### src/rtl/gmii_tx_pkg.sv
// Shared constants and the CRC-32 byte step for the GMII transmit framer.
// The CRC helper is only used when the build defines GMII_TX_FCS_EN.
package gmii_tx_pkg;

   localparam logic [2:0] ST_IDLE  = 3'd0;
   localparam logic [2:0] ST_PRE   = 3'd1;
   localparam logic [2:0] ST_SFD   = 3'd2;
   localparam logic [2:0] ST_DATA  = 3'd3;
   localparam logic [2:0] ST_DRAIN = 3'd4;
   localparam logic [2:0] ST_PAD   = 3'd5;
   localparam logic [2:0] ST_FCS   = 3'd6;
   localparam logic [2:0] ST_IFG   = 3'd7;

   localparam logic [7:0]  PREAMBLE_BYTE = 8'h55;
   localparam logic [7:0]  SFD_BYTE      = 8'hD5;
   localparam logic [31:0] CRC_POLY      = 32'hEDB88320;
   localparam logic [31:0] CRC_INIT      = 32'hFFFFFFFF;

   // Reflected CRC-32, one byte per call, LSB of the byte first.
   function automatic logic [31:0] crc32_byte(input logic [31:0] crc, input logic [7:0] d);
      logic [31:0] c;
      c = crc ^ {24'h000000, d};
      for (int i = 0; i < 8; i++) begin
         c = c[0] ? ((c >> 1) ^ CRC_POLY) : (c >> 1);
      end
      return c;
   endfunction

endpackage

### src/rtl/crc32_d8.sv
// Combinational CRC-32 update for one byte; instantiated by the framer
// only when GMII_TX_FCS_EN is defined.
module crc32_d8
   import gmii_tx_pkg::*;
(
   input  logic [31:0] crc_in,
   input  logic [7:0]  d,
   output logic [31:0] crc_out
);

   assign crc_out = crc32_byte(crc_in, d);

endmodule

### src/rtl/gmii_tx_framer.sv
// GMII transmit framer: FWFT FIFO -> preamble/SFD, data, padding, optional FCS
// (macro GMII_TX_FCS_EN), minimum inter-frame gap, underrun signalling on TX_ER.
module gmii_tx_framer
   import gmii_tx_pkg::*;
#(
   parameter int PREAMBLE_LEN = 7,
   parameter int IFG_LEN      = 12,
   parameter int MIN_LEN      = 60
) (
   input  logic       gmii_gtx_clk,
   input  logic       sys_rst,
   input  logic       fifo_empty,
   input  logic [7:0] fifo_din,
   input  logic       fifo_eof,
   output logic       fifo_rd,
   output logic       gmii_en,
   output logic       gmii_er,
   output logic [7:0] gmii_dout,
   output logic       tx_underrun
);

   localparam logic [7:0]  PRE_LAST  = 8'(PREAMBLE_LEN - 1);
   localparam logic [7:0]  IFG_LAST  = 8'(IFG_LEN - 1);
   localparam logic [16:0] MIN_LEN_W = 17'(MIN_LEN);

   logic [2:0]  state;
   logic [15:0] byte_cnt;
   logic [16:0] byte_cnt_inc;
   logic [15:0] byte_cnt_sat;
   logic [7:0]  cnt;

`ifdef GMII_TX_FCS_EN
   localparam logic [2:0] END_STATE = ST_FCS;
   logic [31:0] crc;
   logic [31:0] crc_next;
   logic [31:0] fcs_word;
   logic [7:0]  crc_byte;
   logic [1:0]  fcs_idx;

   assign crc_byte = (state == ST_PAD) ? 8'h00 : fifo_din;
   assign fcs_word = ~crc;

   crc32_d8 u_crc32 (
      .crc_in  (crc),
      .d       (crc_byte),
      .crc_out (crc_next)
   );
`else
   localparam logic [2:0] END_STATE = ST_IFG;
`endif

   assign fifo_rd      = ((state == ST_DATA) || (state == ST_DRAIN)) && !fifo_empty;
   assign byte_cnt_inc = {1'b0, byte_cnt} + 17'd1;
   assign byte_cnt_sat = (&byte_cnt) ? byte_cnt : byte_cnt_inc[15:0];

   // Outputs are a registered function of the state in the previous cycle,
   // so every byte appears one clock after the state that produced it.
   always_ff @(posedge gmii_gtx_clk or posedge sys_rst) begin
      if (sys_rst) begin
         state       <= ST_IDLE;
         byte_cnt    <= 16'h0000;
         cnt         <= 8'h00;
         gmii_en     <= 1'b0;
         gmii_er     <= 1'b0;
         gmii_dout   <= 8'h00;
         tx_underrun <= 1'b0;
`ifdef GMII_TX_FCS_EN
         crc         <= 32'h00000000;
         fcs_idx     <= 2'd0;
`endif
      end else begin
         gmii_en     <= 1'b0;
         gmii_er     <= 1'b0;
         gmii_dout   <= 8'h00;
         tx_underrun <= 1'b0;
         case (state)
            ST_IDLE: begin
               cnt <= 8'h00;
               if (!fifo_empty) state <= ST_PRE;
            end
            ST_PRE: begin
               gmii_en   <= 1'b1;
               gmii_dout <= PREAMBLE_BYTE;
               if (cnt == PRE_LAST) begin
                  cnt   <= 8'h00;
                  state <= ST_SFD;
               end else begin
                  cnt <= cnt + 8'd1;
               end
            end
            ST_SFD: begin
               gmii_en   <= 1'b1;
               gmii_dout <= SFD_BYTE;
               byte_cnt  <= 16'h0000;
`ifdef GMII_TX_FCS_EN
               crc       <= CRC_INIT;
               fcs_idx   <= 2'd0;
`endif
               state     <= ST_DATA;
            end
            ST_DATA: begin
               gmii_en <= 1'b1;
               if (!fifo_empty) begin
                  gmii_dout <= fifo_din;
                  byte_cnt  <= byte_cnt_sat;
`ifdef GMII_TX_FCS_EN
                  crc       <= crc_next;
`endif
                  if (fifo_eof) state <= (byte_cnt_inc < MIN_LEN_W) ? ST_PAD : END_STATE;
               end else begin
                  gmii_er     <= 1'b1;
                  tx_underrun <= 1'b1;
                  state       <= ST_DRAIN;
               end
            end
            ST_DRAIN: begin
               if (!fifo_empty && fifo_eof) state <= ST_IFG;
            end
            ST_PAD: begin
               gmii_en  <= 1'b1;
               byte_cnt <= byte_cnt_sat;
`ifdef GMII_TX_FCS_EN
               crc      <= crc_next;
`endif
               if (byte_cnt_inc >= MIN_LEN_W) state <= END_STATE;
            end
`ifdef GMII_TX_FCS_EN
            ST_FCS: begin
               gmii_en   <= 1'b1;
               gmii_dout <= fcs_word[8*fcs_idx +: 8];
               fcs_idx   <= fcs_idx + 2'd1;
               if (fcs_idx == 2'd3) state <= ST_IFG;
            end
`endif
            // Leaving straight for PRE keeps the low time at exactly IFG_LEN cycles.
            ST_IFG: begin
               if (cnt == IFG_LAST) begin
                  cnt   <= 8'h00;
                  state <= fifo_empty ? ST_IDLE : ST_PRE;
               end else begin
                  cnt <= cnt + 8'd1;
               end
            end
            default: state <= ST_IDLE;
         endcase
      end
   end

endmodule

### config.mk
export PLATFORM = sky130hd
export DESIGN_NAME = gmii_tx_framer
export DESIGN_NICKNAME = d
export VERILOG_FILES = /design/src/rtl/gmii_tx_pkg.sv /design/src/rtl/crc32_d8.sv /design/src/rtl/gmii_tx_framer.sv
export SDC_FILE = /design/constraint.sdc
export NUM_CORES = 1
export LEC_CHECK = 0
export CORE_ASPECT_RATIO = 1.5
export CORE_MARGIN = 2
export CORE_UTILIZATION = 35
export CTS_CLUSTER_SIZE = 16
export DETAILED_ROUTE_END_ITERATION = 8
export PLACE_DENSITY = 0.62
export SETUP_SLACK_MARGIN = 0.2
export SYNTH_ARGS = -nofsm -noshare
export SYNTH_HDL_FRONTEND = slang
export SYNTH_SLANG_ARGS = --single-unit
### constraint.sdc
create_clock -name gmii_gtx_clk -period 1.85 [get_ports gmii_gtx_clk]
set_input_delay 0.185 -clock gmii_gtx_clk [delete_from_list [all_inputs] [get_ports gmii_gtx_clk]]
set_output_delay 0.185 -clock gmii_gtx_clk [all_outputs]
set_load 0.1 [all_outputs]
==> flow_summary_export.csv, run 1 <==
group,metric,value,unit
floorplan,rows,36,
pwr,power_frac_clock,0.118,
sta,slew-limit-headroom,0.671,
clock_network,clkTransAtPathRegs,0.08,ns
place,place.gp.congestion,0.888,
setup_path,slowest_delay,0.58,ns
grt,grt_pass1_vias,2320,
pwr,leakage,1.50,nW
synth,synthFlopType,"dfrtp_1",
clock_network,clock_sinks,37,
setup_path,crit_cells,5,
status,status,"finished, violations left",
setup_path,cp_slowest_cell,"or4_4",
clock_network,clock_path_buffers,2,
setup_path,end_kind,"flip-flop",
pwr,internal-power,0.00253,W
flow_run,max_cap_viol_count,0,
setup_path,arrival,2.03,ns
place,post-dp-hpwl,4470,µm
clock_network,cts_root_buf,"clkbuf_8",
clock_network,cts_tree,"yes",
floorplan,start_util,0.358,
pwr,total_power,0.00475,W
cells_and_area,fin_nets,341,
pwr,p_sw,0.00222,W
clock_network,cts_max_level,2,
cells_and_area,diodes,0,
cells_and_area,multi_input_area,1440,µm²
synth,syn_area,2320,µm²
sta,fin_skew,0.00806,ns
sta,holdWs,0.310,ns
synth,synthDistinctLibCells,57,
clock_network,cts_buffers,5,
clock_network,holdBufCountCts,0,
clock_network,clkLatencyLatePin,0.29,ns
setup_path,crit_chain,"or4_4, o311ai_4, a21oi_4, a221oi_2, a21oi_1",
grt,grt_usage,0.174,
pwr,power_density,1450,nW/µm²
routing,drt_iter0_drc,99,
synth,yosys_warnings,0,
synth,avgSynthCellArea,9.08,µm²
status,violations,"setup timing",
hold_path,worst_hold_path_type,"in2async",
routing,ant_nets,0,
synth,async_reset_ff_frac,1.00,
pwr,share_comb_of_total_power,0.637,
sta,period_minus_slack,1.85,ns
cells_and_area,regArea,931,µm²
floorplan,fp.dieH,104,µm
routing,vias,2237,
synth,synth-seq-area-share,0.398,
setup_path,critPathMaxFanout,10,
pwr,p_seq_frac,0.245,
sta,fmax,540,MHz
setup_path,required,2.03,ns
grt,overflow,0,
cells_and_area,final.fill_count,617,
setup_path,cp_top_family,"compound AO/OA/AOI/OAI gates",
sta,rsz0062_at_grt,"yes",
routing,wl_per_cell,15.7,µm
floorplan,core_area,6490,µm²
cells_and_area,final_cells,403,
routing,viasPerCell,5.55,
place,placed_cells,383,
grt,grt_antenna_before_repair,0,
synth,synth-seq-cells,37,
floorplan,die-area,7320,µm²
grt,grt_max_degree,38,
sta,worst_slew_pin_slew,0.494,ns
sta,fin_crit_sh,1.00,
floorplan,die_x,70.5,µm
pwr,p_sw_frac,0.467,
cells_and_area,layout-drive-gt1-share,0.376,
routing,wirelength,6330,µm
setup_path,path_class,"reg2reg",
synth,netlist_instances,256,
floorplan,io_pins,24,
sta,setup_ws,-0.000582,ns
sta,setup-violations-final,2,
synth,synth-edff-count,0,
sta,drv_slew,0,
sta,finalSetupTns,-0.00108,ns
setup_path,critPathBufInv,0,
synth,synth_nets,271,
grt,grt_pass1_wl,10400,µm
routing,dr.pass1.iters,4,
sta,hold_viol,0,
pwr,ir_drop,0.605,mV
routing,drc,0,
setup_path,rr_worst_depth,5,
cells_and_area,area_growth,41.2,%
setup_path,crit_path_start_kind,"flip-flop",
place,io_buffers,23,
## worst reg2reg max path, cell delays in order, from the launching register on
cell and delay (ns):
dfrtp_1 0.38, or4_4 0.58, o311ai_4 0.32, a21oi_4 0.16
a221oi_2 0.24, a21oi_1 0.07
## worst paths after layout
kind                                     from                endpoint  slack [ns]
setup / recovery           cnt[7]$_DFFE_PP0P_      cnt[1]$_DFFE_PP0P_     -0.0006
hold / removal                        sys_rst  gmii_dout[3]$_DFF_PP0_        0.31
setup reg to reg           cnt[7]$_DFFE_PP0P_      cnt[1]$_DFFE_PP0P_     -0.0006
hold reg to reg            cnt[0]$_DFFE_PP0P_      cnt[0]$_DFFE_PP0P_        0.54
max in group asynchronous             sys_rst    state[1]$_DFFE_PP0P_        1.16
min in group gmii_gtx_clk         fifo_din[3]  gmii_dout[3]$_DFF_PP0_        0.46
## registers in the layout, indices dropped and copies added, names as in the netlist
signal,count
byte_cnt,16
cnt,8
gmii_dout,8
state,3
gmii_en,1
tx_underrun,1
## synthesized netlist by cell type, drive strengths merged, types with 2 or more instances
master  number  area [µm²]
dfrtp       37         926
o31ai        3        36.3
a21o         4        31.3
a21oi       21         109
a211o        5        43.8
and3        15        93.8
o21a         4        30.0
nand3        7        35.0
nor4         2        12.5
and4         3        27.5
nor3         8        40.0
a31oi        6        37.5
nand2b       7        43.8
clkbuf       9        38.8
xnor2        5        43.8
and2         3        21.3
a21boi       2        15.0
nand2       17        63.8
o211ai       3        22.5
nor2b        3        18.8
mux2i        3        30.0
or2b         3        22.5
or4          2        20.0
inv          8        30.0
a221o        2        20.0
a22o         7        61.3
buf         10        67.6
nand4        7        58.8
or3          3        18.8
o21ai       13        68.8
nor3b        2        15.0
nor2        17        63.8
ha           3        37.5
## power groups by stage
stage | sequential [W] | combinational (W) | clock (W)
3_5_place_dp | 0.00116 | 0.00254 | 0
6_report | 0.00116 | 0.00303 | 0.000561
5_1_grt | 0.00119 | 0.00323 | 0.000614
2_1_floorplan | 0.00157 | 0.00136 | 0
4_1_cts | 0.00115 | 0.00281 | 0.000575
3_3_place_gp | 0.00115 | 0.00251 | 0
## cell usage in the layout, fill, tap and decap left out, drive strengths merged, types with 4 or more instances in the layout
cell type / instances
buf: 69
inv: 7
nand2b: 7
clkbuf: 6
and2: 4
nor2: 17
nand3: 7
clkdlybuf4s50: 11
a22o: 7
o21a: 5
a21o: 4
o21ai: 13
dfrtp: 37
a211o: 5
nand4: 7
and3: 15
nor3: 8
a21oi: 21
xnor2: 5
a31oi: 6
nand2: 17
## metal layers
layer / wire length [µm] / GRT usage
met5: 0 / 0
met3: 246 / 0.0331
met2: 3440 / 0.338
met1: 2440 / 0.173
met4: 199 / 0.0782
## area by class of cell
class | instances | area share
well taps | 76 | 0.0290
clock buffers | 6 | 0.0221
inverters | 9 | 0.0130
flip-flops and latches | 37 | 0.284
repair buffers | 80 | 0.210
clock inverters | 2 | 0.00305
multi-input cells | 193 | 0.439
## stage by stage
stage / instance area (µm²) / worst slack (ns) / utilization
2_1_floorplan: 2360 / 0.000943 / -
3_3_place_gp: 2910 / 0.0244 / 0.448
3_5_place_dp: 2910 / -0.0111 / 0.448
4_1_cts: 3180 / 0.00866 / 0.490
5_1_grt: 3280 / -0.0921 / 0.506
6_report: 3280 / -0.000582 / 0.506
## repair_timing
action | CTS | global route
pin swaps | 25 | 16
gates cloned | 2 | 0
setup buffers | 6 | 4
gates resized for setup | 29 | 24
endpoints found under the setup margin | 25 | 28
endpoints found under the hold margin | 0 | 0
## cells by family (layout without fill, tap and decap cells)
group,after synthesis,after routing,synth area share
fa+ha+maj,3,3,0.0161
mux,3,3,0.0129
flops,37,37,0.398
compound gates,80,81,0.251
buf+inv,28,97,0.0603
simple gates,100,101,0.242
xor+xnor,5,5,0.0188
Power figures use the tool's default switching activity.
==> inputs of run 2 (changes only) <==
- CORE_UTILIZATION: 35 -> 38
- PLACE_DENSITY: 0.62 -> 0.65
==> flow_summary_export.csv, run 2 (synthesized netlist as in run 1, its figures left out) <==
group,metric,value,unit
sta,holdWs,0.286,ns
clock_network,cts_max_level,2,
flow_run,max_cap_viol_count,0,
cells_and_area,utilization,0.562,
grt,grt_antenna_before_repair,0,
cells_and_area,top_register,"byte_cnt",
clock_network,cts_root_buf,"clkbuf_8",
clock_network,cts_tree,"yes",
cells_and_area,largest_register_ff_count,16,
clock_network,clkTransAtPathRegs,0.09,ns
floorplan,die-area,6770,µm²
pwr,power_density,1510,nW/µm²
place,post-dp-hpwl,4260,µm
cells_and_area,top_regs,"byte_cnt: 16 flops, cnt: 8 flops, gmii_dout: 8 flops",
setup_path,critPathMaxFanout,5,
sta,fin_crit_sh,1.01,
setup_path,reg2reg_slack,-0.02,ns
cells_and_area,area_growth,42.0,%
clock_network,clock_sinks,37,
grt,overflow,0,
grt,grt_max_degree,38,
cells_and_area,diodes,0,
floorplan,fp.dieH,99.8,µm
routing,wl_per_cell,16.1,µm
routing,ant_nets,0,
routing,drt_iter0_drc,176,
place,io_buffers,23,
routing,dr.pass1.iters,4,
sta,fin_skew,0.0168,ns
cells_and_area,layout-drive-gt1-share,0.361,
cells_and_area,layout_common_cells,"buf_4, dfrtp_1, a21oi_1",
status,status,"finished, violations left",
setup_path,end_kind,"flip-flop",
setup_path,crit_path_start_kind,"flip-flop",
floorplan,start_util,0.396,
grt,grt_pass1_vias,2335,
pwr,ir_drop,0.713,mV
sta,rsz0062_at_grt,"yes",
status,violations,"setup timing",
routing,wirelength,6470,µm
sta,hold_viol,0,
setup_path,required,2.02,ns
pwr,leakage,1.55,nW
setup_path,path_class,"reg2reg",
routing,drc,0,
cells_and_area,layout_commonest_cell,"buf_4",
cells_and_area,fin_nets,344,
sta,fmax,535,MHz
place,place.gp.congestion,0.853,
sta,setup_ws,-0.0176,ns
grt,grt_pass1_wl,10500,µm
routing,vias,2321,
sta,drv_slew,0,
clock_network,clkLatencyLatePin,0.30,ns
sta,worst_slew_pin_slew,0.471,ns
clock_network,cts_buffers,5,
floorplan,io_pins,24,
clock_network,clock_path_buffers,2,
sta,period_minus_slack,1.87,ns
grt,grt_usage,0.201,
sta,setup-violations-final,1,
sta,finalSetupTns,-0.0176,ns
setup_path,arrival,2.04,ns
floorplan,core_area,5870,µm²
sta,slew-limit-headroom,0.686,
floorplan,rows,34,
floorplan,die_x,67.9,µm
hold_path,worst_hold_path_type,"in2async",
routing,viasPerCell,5.77,
[run 2: changes by cell type in the layout (fill, tap and decap cells not counted), sizes merged]
cell    delta
bufinv     +1
inv        +2
buf        +3
clkinv     -3
[run 2: layout make-up]
class,instances,area [µm²]
multi-input combinational,193,1420
fill,534,2570
clock inverter,2,37.5
inverter,9,36.3
clock buffer,6,82.6
sequential,37,927
tap,72,90.1
timing repair buffer,83,709
[run 2: power by group]
part / total, W / switching, W / internal (W) / leakage (nW)
Clock: 0.000756 / 0.000317 / 0.000439 / 0.0574
Sequential: 0.00115 / 0.000151 / 0.000996 / 0.491
Combinational: 0.00307 / 0.00178 / 0.00130 / 0.997
[run 2: worst max-delay path, cell delays in order, from the launching register on]
cell and delay (ns):
dfrtp_1 0.38, or4_4 0.59, nor3_2 0.20, o31ai_1 0.11, nor4_1 0.31, a31oi_1 0.15
[run 2: final timing paths]
path,to,start,cells after the start
max reg2reg,state[1]$_DFFE_PP0P_,cnt[7]$_DFFE_PP0P_,5
max in group asynchronous,state[2]$_DFFE_PP0P_,sys_rst,3
max,state[1]$_DFFE_PP0P_,cnt[7]$_DFFE_PP0P_,5
min reg2reg,cnt[0]$_DFFE_PP0P_,cnt[0]$_DFFE_PP0P_,1
min,byte_cnt[5]$_DFFE_PP0P_,sys_rst,3
min in group gmii_gtx_clk,gmii_dout[6]$_DFF_PP0_,fifo_din[6],3
[run 2: what timing repair did]
item,in CTS,in global routing
endpoints found under the setup margin,26,28
resized for setup,25,17
cloned,2,0
pin swaps,17,12
hold buffers,0,0
buffers inserted,5,8
[run 2: per-stage QoR]
step                      power (W)  area, µm²  worst slack, ns  instances
after floorplan             0.00293       2360         0.000943        256
after global placement      0.00365       2900           0.0387        379
after detailed placement    0.00368       2900          0.00106        379
after CTS                   0.00471       3170          0.00711        394
after global routing        0.00527       3300           -0.126        402
final                       0.00497       3300          -0.0176        402
[run 2: per-layer routing]
layer / vias to the layer above / GRT usage / routed length, µm
met5: - / 0 / 0
met4: 0 / 0.120 / 248
met3: 24 / 0.0437 / 263
met2: 79 / 0.354 / 3550
met1: 1128 / 0.210 / 2410
li1: 1090 / - / -
